`src/rtl/mem_arbiter_pkg.sv`:
```
`default_nettype none
// ============================================================================
//  Module   : simplez_pkg
//  Purpose  : Shared constants for the Simplez memory arbiter: memory geometry,
//             arbiter FSM state encoding and requester port identifiers.
//  Revision : 1.0 - initial release
// ============================================================================
package simplez_pkg;

    // Simplez main memory geometry: 512 words of 12 bits.
    localparam int MEM_AW = 9;
    localparam int MEM_DW = 12;

    // Arbiter FSM state encoding.
    typedef logic [1:0] state_t;
    localparam logic [1:0] ST_IDLE  = 2'd0;
    localparam logic [1:0] ST_ISSUE = 2'd1;
    localparam logic [1:0] ST_WAIT  = 2'd2;
    localparam logic [1:0] ST_ACK   = 2'd3;

    // Requester identifiers.
    localparam logic PORT_CPU = 1'b0;
    localparam logic PORT_MON = 1'b1;

endpackage
`default_nettype wire

```
`src/rtl/mem_arbiter_if.sv`:
```
`default_nettype none
// ============================================================================
//  Module   : mem_arbiter_if
//  Purpose  : Bundles both requester handshakes (CPU port 0, loader/monitor
//             port 1) and the single-port memory bus seen by the arbiter.
//  Ports    : req/we/addr/wdata per requester (towards arbiter),
//             ack/rdata per requester (from arbiter),
//             mem_addr/mem_re/mem_we/mem_wdata (from arbiter), mem_rdata (to it)
//  Modports : slave  - the arbiter
//             master - requesters and memory (the surrounding system)
//  Revision : 1.0 - initial release
// ============================================================================
interface mem_arbiter_if
    import simplez_pkg::*;
#(
    parameter int AW = MEM_AW,
    parameter int DW = MEM_DW
) ();

    logic          req0;
    logic          req1;
    logic          we0;
    logic          we1;
    logic [AW-1:0] addr0;
    logic [AW-1:0] addr1;
    logic [DW-1:0] wdata0;
    logic [DW-1:0] wdata1;
    logic          ack0;
    logic          ack1;
    logic [DW-1:0] rdata0;
    logic [DW-1:0] rdata1;

    logic [AW-1:0] mem_addr;
    logic          mem_re;
    logic          mem_we;
    logic [DW-1:0] mem_wdata;
    logic [DW-1:0] mem_rdata;

    modport slave (
        input  req0, req1, we0, we1, addr0, addr1, wdata0, wdata1, mem_rdata,
        output ack0, ack1, rdata0, rdata1, mem_addr, mem_re, mem_we, mem_wdata
    );

    modport master (
        output req0, req1, we0, we1, addr0, addr1, wdata0, wdata1, mem_rdata,
        input  ack0, ack1, rdata0, rdata1, mem_addr, mem_re, mem_we, mem_wdata
    );

endinterface
`default_nettype wire

```
`src/rtl/mem_arbiter_rr_arb2.sv`:
```
`default_nettype none
// ============================================================================
//  Module   : rr_arb2
//  Purpose  : Two-way round-robin picker (purely combinational).
//  Ports    : req0, req1   - pending requests
//             last_grant   - port that won the previous access
//             gnt_valid    - at least one request pending
//             gnt_id       - winning port (0 = CPU, 1 = monitor)
//  Revision : 1.0 - initial release
// ============================================================================
module rr_arb2
    import simplez_pkg::*;
(
    input  logic req0,
    input  logic req1,
    input  logic last_grant,
    output logic gnt_valid,
    output logic gnt_id
);

    assign gnt_valid = req0 | req1;

    // On a tie the port that did not win last time gets the memory.
    always_comb begin
        gnt_id = PORT_CPU;
        if (req0 && req1) begin
            gnt_id = ~last_grant;
        end else if (req1) begin
            gnt_id = PORT_MON;
        end
    end

endmodule
`default_nettype wire

```
`src/rtl/mem_arbiter.sv`:
```
`default_nettype none
// ============================================================================
//  Module   : mem_arbiter
//  Purpose  : Shares the single-port 512x12 Simplez memory between the CPU
//             (port 0) and the loader/monitor (port 1). One access at a time:
//             IDLE -> ISSUE -> [WAIT x RD_LAT, reads only] -> ACK -> IDLE.
//  Ports    : clk  - system clock, rising edge
//             rst  - synchronous active-high reset
//             bus  - mem_arbiter_if.slave (requester handshakes + memory bus)
//  Params   : AW, DW  - address / data width
//             RD_LAT  - extra cycles after ISSUE until mem_rdata is valid (0..3)
//  Revision : 1.0 - initial release
// ============================================================================
module mem_arbiter
    import simplez_pkg::*;
#(
    parameter int AW     = MEM_AW,
    parameter int DW     = MEM_DW,
    parameter int RD_LAT = 0
) (
    input  logic         clk,
    input  logic         rst,
    mem_arbiter_if.slave bus
);

    // Loaded into the wait counter on leaving ISSUE; WAIT lasts RD_LAT cycles.
    localparam logic [1:0] WAIT_INIT = 2'(RD_LAT - 1);
    localparam bit         NO_WAIT   = (RD_LAT == 0);

    logic [1:0]    state;
    logic [1:0]    wait_cnt;
    logic          last_grant;
    logic          gnt_q;
    logic          we_q;
    logic          ack0_q;
    logic          ack1_q;
    logic          mem_re_q;
    logic          mem_we_q;
    logic [AW-1:0] addr_q;
    logic [DW-1:0] wdata_q;
    logic [DW-1:0] rdata0_q;
    logic [DW-1:0] rdata1_q;

    logic          gnt_valid;
    logic          gnt_id;
    logic          win_we;
    logic [AW-1:0] win_addr;
    logic [DW-1:0] win_wdata;

    rr_arb2 u_rr_arb2 (
        .req0       (bus.req0),
        .req1       (bus.req1),
        .last_grant (last_grant),
        .gnt_valid  (gnt_valid),
        .gnt_id     (gnt_id)
    );

    // Request fields of the winning port.
    always_comb begin
        win_we    = bus.we0;
        win_addr  = bus.addr0;
        win_wdata = bus.wdata0;
        if (gnt_id == PORT_MON) begin
            win_we    = bus.we1;
            win_addr  = bus.addr1;
            win_wdata = bus.wdata1;
        end
    end

    always_ff @(posedge clk) begin
        if (rst) begin
            state      <= ST_IDLE;
            wait_cnt   <= 2'd0;
            last_grant <= PORT_MON;
            gnt_q      <= PORT_CPU;
            we_q       <= 1'b0;
            ack0_q     <= 1'b0;
            ack1_q     <= 1'b0;
            mem_re_q   <= 1'b0;
            mem_we_q   <= 1'b0;
            addr_q     <= '0;
            wdata_q    <= '0;
            rdata0_q   <= '0;
            rdata1_q   <= '0;
        end else begin
            // Strobes and acks are single-cycle pulses by default.
            ack0_q   <= 1'b0;
            ack1_q   <= 1'b0;
            mem_re_q <= 1'b0;
            mem_we_q <= 1'b0;

            case (state)
                ST_IDLE: begin
                    if (gnt_valid) begin
                        gnt_q    <= gnt_id;
                        we_q     <= win_we;
                        addr_q   <= win_addr;
                        wdata_q  <= win_wdata;
                        // Registered here so they are high exactly during ISSUE.
                        mem_re_q <= ~win_we;
                        mem_we_q <= win_we;
                        state    <= ST_ISSUE;
                    end
                end

                ST_ISSUE: begin
                    if (we_q || NO_WAIT) begin
                        if (!we_q) begin
                            if (gnt_q == PORT_MON) rdata1_q <= bus.mem_rdata;
                            else                   rdata0_q <= bus.mem_rdata;
                        end
                        if (gnt_q == PORT_MON) ack1_q <= 1'b1;
                        else                   ack0_q <= 1'b1;
                        state <= ST_ACK;
                    end else begin
                        wait_cnt <= WAIT_INIT;
                        state    <= ST_WAIT;
                    end
                end

                ST_WAIT: begin
                    if (wait_cnt == 2'd0) begin
                        if (gnt_q == PORT_MON) begin
                            rdata1_q <= bus.mem_rdata;
                            ack1_q   <= 1'b1;
                        end else begin
                            rdata0_q <= bus.mem_rdata;
                            ack0_q   <= 1'b1;
                        end
                        state <= ST_ACK;
                    end else begin
                        wait_cnt <= wait_cnt - 2'd1;
                    end
                end

                ST_ACK: begin
                    // Requests are not looked at here, so a req still held
                    // during its own ack cannot be accepted twice.
                    last_grant <= gnt_q;
                    state      <= ST_IDLE;
                end

                default: begin
                    state <= ST_IDLE;
                end
            endcase
        end
    end

    assign bus.ack0      = ack0_q;
    assign bus.ack1      = ack1_q;
    assign bus.rdata0    = rdata0_q;
    assign bus.rdata1    = rdata1_q;
    assign bus.mem_addr  = addr_q;
    assign bus.mem_re    = mem_re_q;
    assign bus.mem_we    = mem_we_q;
    assign bus.mem_wdata = wdata_q;

endmodule
`default_nettype wire

```
`src/flat_wrapper.sv`:
```
// flat-port wrapper written by rule: the top's interface ports become plain ports
module mem_arbiter_flat import simplez_pkg::*;
#(
    parameter int AW     = MEM_AW,
    parameter int DW     = MEM_DW,
    parameter int RD_LAT = 0
)
  (clk, rst, bus_req0, bus_req1, bus_we0, bus_we1, bus_addr0, bus_addr1, bus_wdata0, bus_wdata1, bus_mem_rdata, bus_ack0, bus_ack1, bus_rdata0, bus_rdata1, bus_mem_addr, bus_mem_re, bus_mem_we, bus_mem_wdata);
  mem_arbiter_if #(.AW(AW), .DW(DW)) bus_i ();
  input  logic clk;
  input  logic rst;
  input wire logic [$bits(bus_i.req0)-1:0] bus_req0;
  input wire logic [$bits(bus_i.req1)-1:0] bus_req1;
  input wire logic [$bits(bus_i.we0)-1:0] bus_we0;
  input wire logic [$bits(bus_i.we1)-1:0] bus_we1;
  input wire logic [$bits(bus_i.addr0)-1:0] bus_addr0;
  input wire logic [$bits(bus_i.addr1)-1:0] bus_addr1;
  input wire logic [$bits(bus_i.wdata0)-1:0] bus_wdata0;
  input wire logic [$bits(bus_i.wdata1)-1:0] bus_wdata1;
  input wire logic [$bits(bus_i.mem_rdata)-1:0] bus_mem_rdata;
  output wire logic [$bits(bus_i.ack0)-1:0] bus_ack0;
  output wire logic [$bits(bus_i.ack1)-1:0] bus_ack1;
  output wire logic [$bits(bus_i.rdata0)-1:0] bus_rdata0;
  output wire logic [$bits(bus_i.rdata1)-1:0] bus_rdata1;
  output wire logic [$bits(bus_i.mem_addr)-1:0] bus_mem_addr;
  output wire logic [$bits(bus_i.mem_re)-1:0] bus_mem_re;
  output wire logic [$bits(bus_i.mem_we)-1:0] bus_mem_we;
  output wire logic [$bits(bus_i.mem_wdata)-1:0] bus_mem_wdata;
  assign bus_i.req0 = bus_req0;
  assign bus_i.req1 = bus_req1;
  assign bus_i.we0 = bus_we0;
  assign bus_i.we1 = bus_we1;
  assign bus_i.addr0 = bus_addr0;
  assign bus_i.addr1 = bus_addr1;
  assign bus_i.wdata0 = bus_wdata0;
  assign bus_i.wdata1 = bus_wdata1;
  assign bus_i.mem_rdata = bus_mem_rdata;
  assign bus_ack0 = bus_i.ack0;
  assign bus_ack1 = bus_i.ack1;
  assign bus_rdata0 = bus_i.rdata0;
  assign bus_rdata1 = bus_i.rdata1;
  assign bus_mem_addr = bus_i.mem_addr;
  assign bus_mem_re = bus_i.mem_re;
  assign bus_mem_we = bus_i.mem_we;
  assign bus_mem_wdata = bus_i.mem_wdata;
  mem_arbiter #(.AW(AW), .DW(DW), .RD_LAT(RD_LAT)) u_core (.clk(clk), .rst(rst), .bus(bus_i));
endmodule
```
`config.mk`:
```
export PLATFORM = sky130hd
export DESIGN_NAME = mem_arbiter_flat
export DESIGN_NICKNAME = d
export VERILOG_FILES = /design/src/rtl/mem_arbiter_pkg.sv /design/src/rtl/mem_arbiter_if.sv /design/src/rtl/mem_arbiter_rr_arb2.sv /design/src/rtl/mem_arbiter.sv /design/src/flat_wrapper.sv
export SDC_FILE = /design/constraint.sdc
export NUM_CORES = 1
export LEC_CHECK = 0
export ABC_AREA = 1
export ABC_CLOCK_PERIOD_IN_PS = 1500
export CORE_ASPECT_RATIO = 0.8
export CORE_MARGIN = 2
export CORE_UTILIZATION = 30
export CTS_BUF_LIST = sky130_fd_sc_hd__clkbuf_8
export DETAILED_ROUTE_END_ITERATION = 8
export RECOVER_POWER = 100
export SYNTH_ARGS = -nofsm -noshare
export SYNTH_HDL_FRONTEND = slang
export SYNTH_SLANG_ARGS = --single-unit
```
`constraint.sdc`:
```
create_clock -name clk -period 1.5 [get_ports clk]
set_input_delay 0.3 -clock clk [delete_from_list [all_inputs] [get_ports clk]]
set_output_delay 0.3 -clock clk [all_outputs]
set_load 0.1 [all_outputs]
```
Word-level counts from Yosys, hierarchy flattened. Cells that the tools add are included.

Reduce and logical (&&, ||, !) cells: 9. Bitwise gates (word level): 6. Muxes and demuxes: 22. Equality and inequality tests: 6. $add $sub $neg: 1.

Operators by type and width (count): $mux 12 (7); $pmux 12 s2 (2); $mux 9 (1); $pmux 2 s4 (1); $mux 1 (7); $reduce_and 2->1 (3); $not 1->1 (5); $eq 2x2->1 const B (2); $logic_not 2->1 (2); $mux 2 (2); $ne 2x1->1 const B (2); $pmux 1 s2 (2); $reduce_and 3->1 (1); $reduce_or 3->1 (1); $eq 2x1->1 const B (1); $ne 2x2->1 const B (1); $reduce_bool 2->1 (1); $sub 2x1->2 const B (1); $logic_and 1x1->1 (1); $or 1x1->1 (1).

Output and inout bits: 49. Flip-flop bits (word level): 56.

Depth between registers and ports, before layout.
Depth in word-level cells: 4. Depth in mapped cells: 9. Mapped depth without buffers: 8.

Cells and area by module. From an unflattened synthesis, not the netlist that was laid out.

Cells, all modules: 374. Area, all modules: 2611.3 µm².

Modules (own cells, without submodules): mem_arbiter (cells an instance 371, area each 2596.2 µm², times used 1, sequential area each 1121.1 µm²); rr_arb2 (cells an instance 3, area each 15.0 µm², times used 1, sequential area each 0.0 µm²).

Worst setup path after synthesis. Ideal clock, no wire load.

Kind: register -> register. Start point: reg u_core.state[0]. End point: reg u_core.rdata0_q[2], in the netlist u_core.bus.rdata0[2]. Arrival time: 1.268 ns. Period minus slack after synthesis: 1.384 ns. Setup slack: 0.116 ns. Data required time: 1.383 ns. Setup time: 0.117 ns. Cell stages (with the launch flop): 10. Cells stage by stage: dfxtp_1 -> inv_1 -> ha_1 -> inv_1 -> nor2_2 -> nor2_1 -> buf_6 -> nand3_1 -> nand2_1 -> nor2_2.

Cells in the longest elaborated chain, start to end: 3. Elaborated cells on any way between the ends: 7.

RTL lines: start: declaration (line mem_arbiter.sv:30) `logic [1:0] state;`; start signal: assignment (line mem_arbiter.sv:72) `state <= ST_IDLE;`; start signal: assignment (line mem_arbiter.sv:102) `state <= ST_ISSUE;`; start signal: assignment (line mem_arbiter.sv:114) `state <= ST_ACK;`; $eq 2x1->1 or $eq 2x2->1 (tied branches) (line mem_arbiter.sv:92) `case (state)`; $ne 2x2->1 (no source line) (tied with other cells); $reduce_and 3->1 (no source line); end signal: assignment (line mem_arbiter.sv:110) `else rdata0_q <= bus.mem_rdata;`; end signal: assignment (line mem_arbiter.sv:127) `rdata0_q <= bus.mem_rdata;`; end: declaration (line mem_arbiter.sv:41) `logic [DW-1:0] rdata0_q;`.

Parallel ways exist; a longest one is shown, timed or not. A chain may end at the register's enable or synchronous reset.

Worst setup path in the final report.
Start point: reg u_core.state[1]. End point: reg u_core.rdata1_q[9], in the netlist u_core.bus.rdata1[9].

Cells in the longest elaborated chain, start to end: 3. Elaborated cells on any way between the ends: 7.

RTL lines: $eq 2x1->1 or $eq 2x2->1 (tied branches) (line mem_arbiter.sv:92); $ne 2x2->1 (no source line) (tied with other cells); $reduce_and 3->1 (no source line); end signal: assignment (line mem_arbiter.sv:109) `if (gnt_q == PORT_MON) rdata1_q <= bus.mem_rdata;`; end signal: assignment (line mem_arbiter.sv:124) `rdata1_q <= bus.mem_rdata;`; end: declaration (line mem_arbiter.sv:42) `logic [DW-1:0] rdata1_q;`.

Parallel ways exist; a longest one is shown, timed or not.

==> impl_metrics.toml <==
[outcome]
status = "finished, final reports clean"

[timing]
hold_viol = 0
finalClockSkew_ns = 0.0128
period_needed_ns = 1.42
fin_ws_ns = 0.0846
max_freq_ghz = 0.707
slew_headroom = 0.802
drv_slew = 0
whs_ns = 0.490
setup_viol = 0
worst_slew_pin_slew_ns = 0.294
rsz0062_at_grt = "true"
fin_crit_sh = 0.944

[routing]
antenna_left = 0
routedWlPerCell_um = 12.4
via_per_inst = 4.37
drc = 0
vias = 2799
routed_wl_um = 7970
dr.pass1.iters = 4
drt_iter0_markers = 102

[min_path]
hp-start = "u_core.last_grant"
hold_path.class = "register to register"

[setup_path]
regToRegStartpoint = "u_core.state[1]"
endpoint_kind = "register"
regToRegSetupSlack_ns = 0.08
path_class = "register to register"
critPathRequiredTime_ns = 1.71
worstSetupStartpointType = "register"
startpoint = "u_core.state[1]"
critical_path.max_fanout = 6
crit_arrival_ns = 1.63

[global_routing]
grt_antenna_before_repair = 0
gr-max-usage-layer = "met2"
track_usage = 0.165
grt_pass1_vias = 2591
grt_max_degree = 35
use_met2 = 0.269
grt_pass1_wl_um = 12400
grtUsageMet3 = 0.0327
gr-total-overflow = 0
globalRouteMet1Util = 0.221

[placed_design]
post-dp-hpwl_um = 6000
gp_congestion = 0.804
dp.cells = 624
port_buffers = 108
pre_cts_slack_ns = -0.0987

[power]
ir_drop_uv = 529
power_density_nw_per_um2 = 1210
leakagePower_nw = 2.22
finalPower_w = 0.00563

[cts]
h-tree-depth = 2
clkTransAtPathRegs_ns = 0.11
clock-root-buffer = "clkbuf_8"
clock_path_buffers = 2
worstSkewPairLatency_ns = 0.32
cts_tree = "built"
cts_made_buffers = 5
clkSinkCount = 56

[layout]
drive_above_1_share = 0.191
areaGrowthSynthToFinish_pct = 75.3
final_common_cell = "nor2_1"
final_cells = 640
final_cell_mix = "117 x nor2_1, 67 x nand2_1, 59 x clkdlybuf4s50_1"
antennaDiodeCount = 0
final_util = 0.546
fin_nets = 592
fillers = 792

[synthesis]
synthArstFlopShare = 0
syn_area_um2 = 2650
synth_edf_count = 0
syn_nets = 471
ys_ff_latch = 56
seq_area_frac_synth = 0.422
synth_cells = 406
yosysTopAreaCellShare = 0.422
syn_area_per_cell_um2 = 6.54
synth_cell_types = 22
ys_top_cells_by_area = "dfxtp_1 42%, nor2_1 17%, nand2_1 9.9%, inv_1 8.1%, nand3_1 6.8%"
synth_flop_cell = "dfxtp_1"
synth_warnings = 0
synth_top_area_cell = "dfxtp_1"

[floorplan]
die_y_um = 88.1
die_w_um = 109
initial_utilization = 0.311
die_area_um2 = 9620
design.core.area_um2 = 8520
num_rows = 30
io_pins = 109

[run]
maxCapViolCount = 0
## area by class of cell
type,instances,area (µm²),area share
timing repair buffer,131,1780,0.383
multi-input combinational,273,1280,0.276
sequential,56,1120,0.242
inverter,60,228,0.0490
tap,112,140,0.0301
clock buffer,5,68.8,0.0148
clock inverter,3,26.3,0.00565
## where the power goes
group,switching (W),internal [W],total [W]
Combinational,0.00181,0.00107,0.00288
Clock,0.000531,0.000342,0.000873
Sequential,0.000195,0.00168,0.00187
## metrics by stage
stage	TNS, ns	area (µm²)
floorplan	0	2650
global placement	-0.682	4420
detailed placement	-2.27	4420
CTS	-0.0559	4520
global route	-0.0545	4650
finish	0	4650
## worst paths after layout
kind                           to  cells after the start
min             u_core.last_grant                      2
max reg2reg  u_core.bus.rdata1[9]                      6
min reg2reg     u_core.last_grant                      2
max          u_core.bus.rdata1[9]                      6
## synth_stat cells, drive strengths merged, types with 5 or more instances
| cell | n |
|---|---|
| a21oi | 6 |
| ha | 5 |
| nor2 | 120 |
| o21ai | 27 |
| inv | 59 |
| nand2 | 72 |
| buf | 15 |
| nand3 | 36 |
| clkbuf | 5 |
| dfxtp | 56 |
## registers in the layout, summed over array words and instances (netlist names)
register and count:
u_core.gnt_q 1, u_core.last_grant 1, u_core.bus.mem_wdata 12, u_core.bus.mem_we 1, u_core.state 2, u_core.wait_cnt 2
u_core.bus.rdata1 12, u_core.bus.mem_re 1, u_core.bus.ack0 1, u_core.bus.rdata0 12, u_core.bus.ack1 1, u_core.we_q 1
u_core.bus.mem_addr 9
## worst max-delay path: stages, from the launching register on
cell      delay, ns
dfxtp_2        0.38
inv_1          0.07
ha_1           0.31
nand2_2        0.11
nand3b_4       0.23
nor2_1         0.14
nor2_1         0.06
## cells by family after synthesis
family          Yosys count  share of synthesized area
fa+ha+maj                 5                     0.0236
buf+inv                  80                      0.130
simple gates            231                      0.358
compound gates           34                     0.0665
flops                    56                      0.422
## what timing repair did
action / 4_1_cts / 5_1_grt
setup endpoints to repair: 24 / 27
gates cloned: 0 / 3
pin swaps: 0 / 4
buffers inserted: 0 / 5
hold buffers: 0 / 0
gates resized for setup: 4 / 12
## metal layers
metal  routed length (µm)  vias up
li1                     -     1469
met1                 3680     1251
met2                 3870       67
met3                  326       12
met4                   91        0
met5                    0        -
Power figures use the tool's default switching activity.
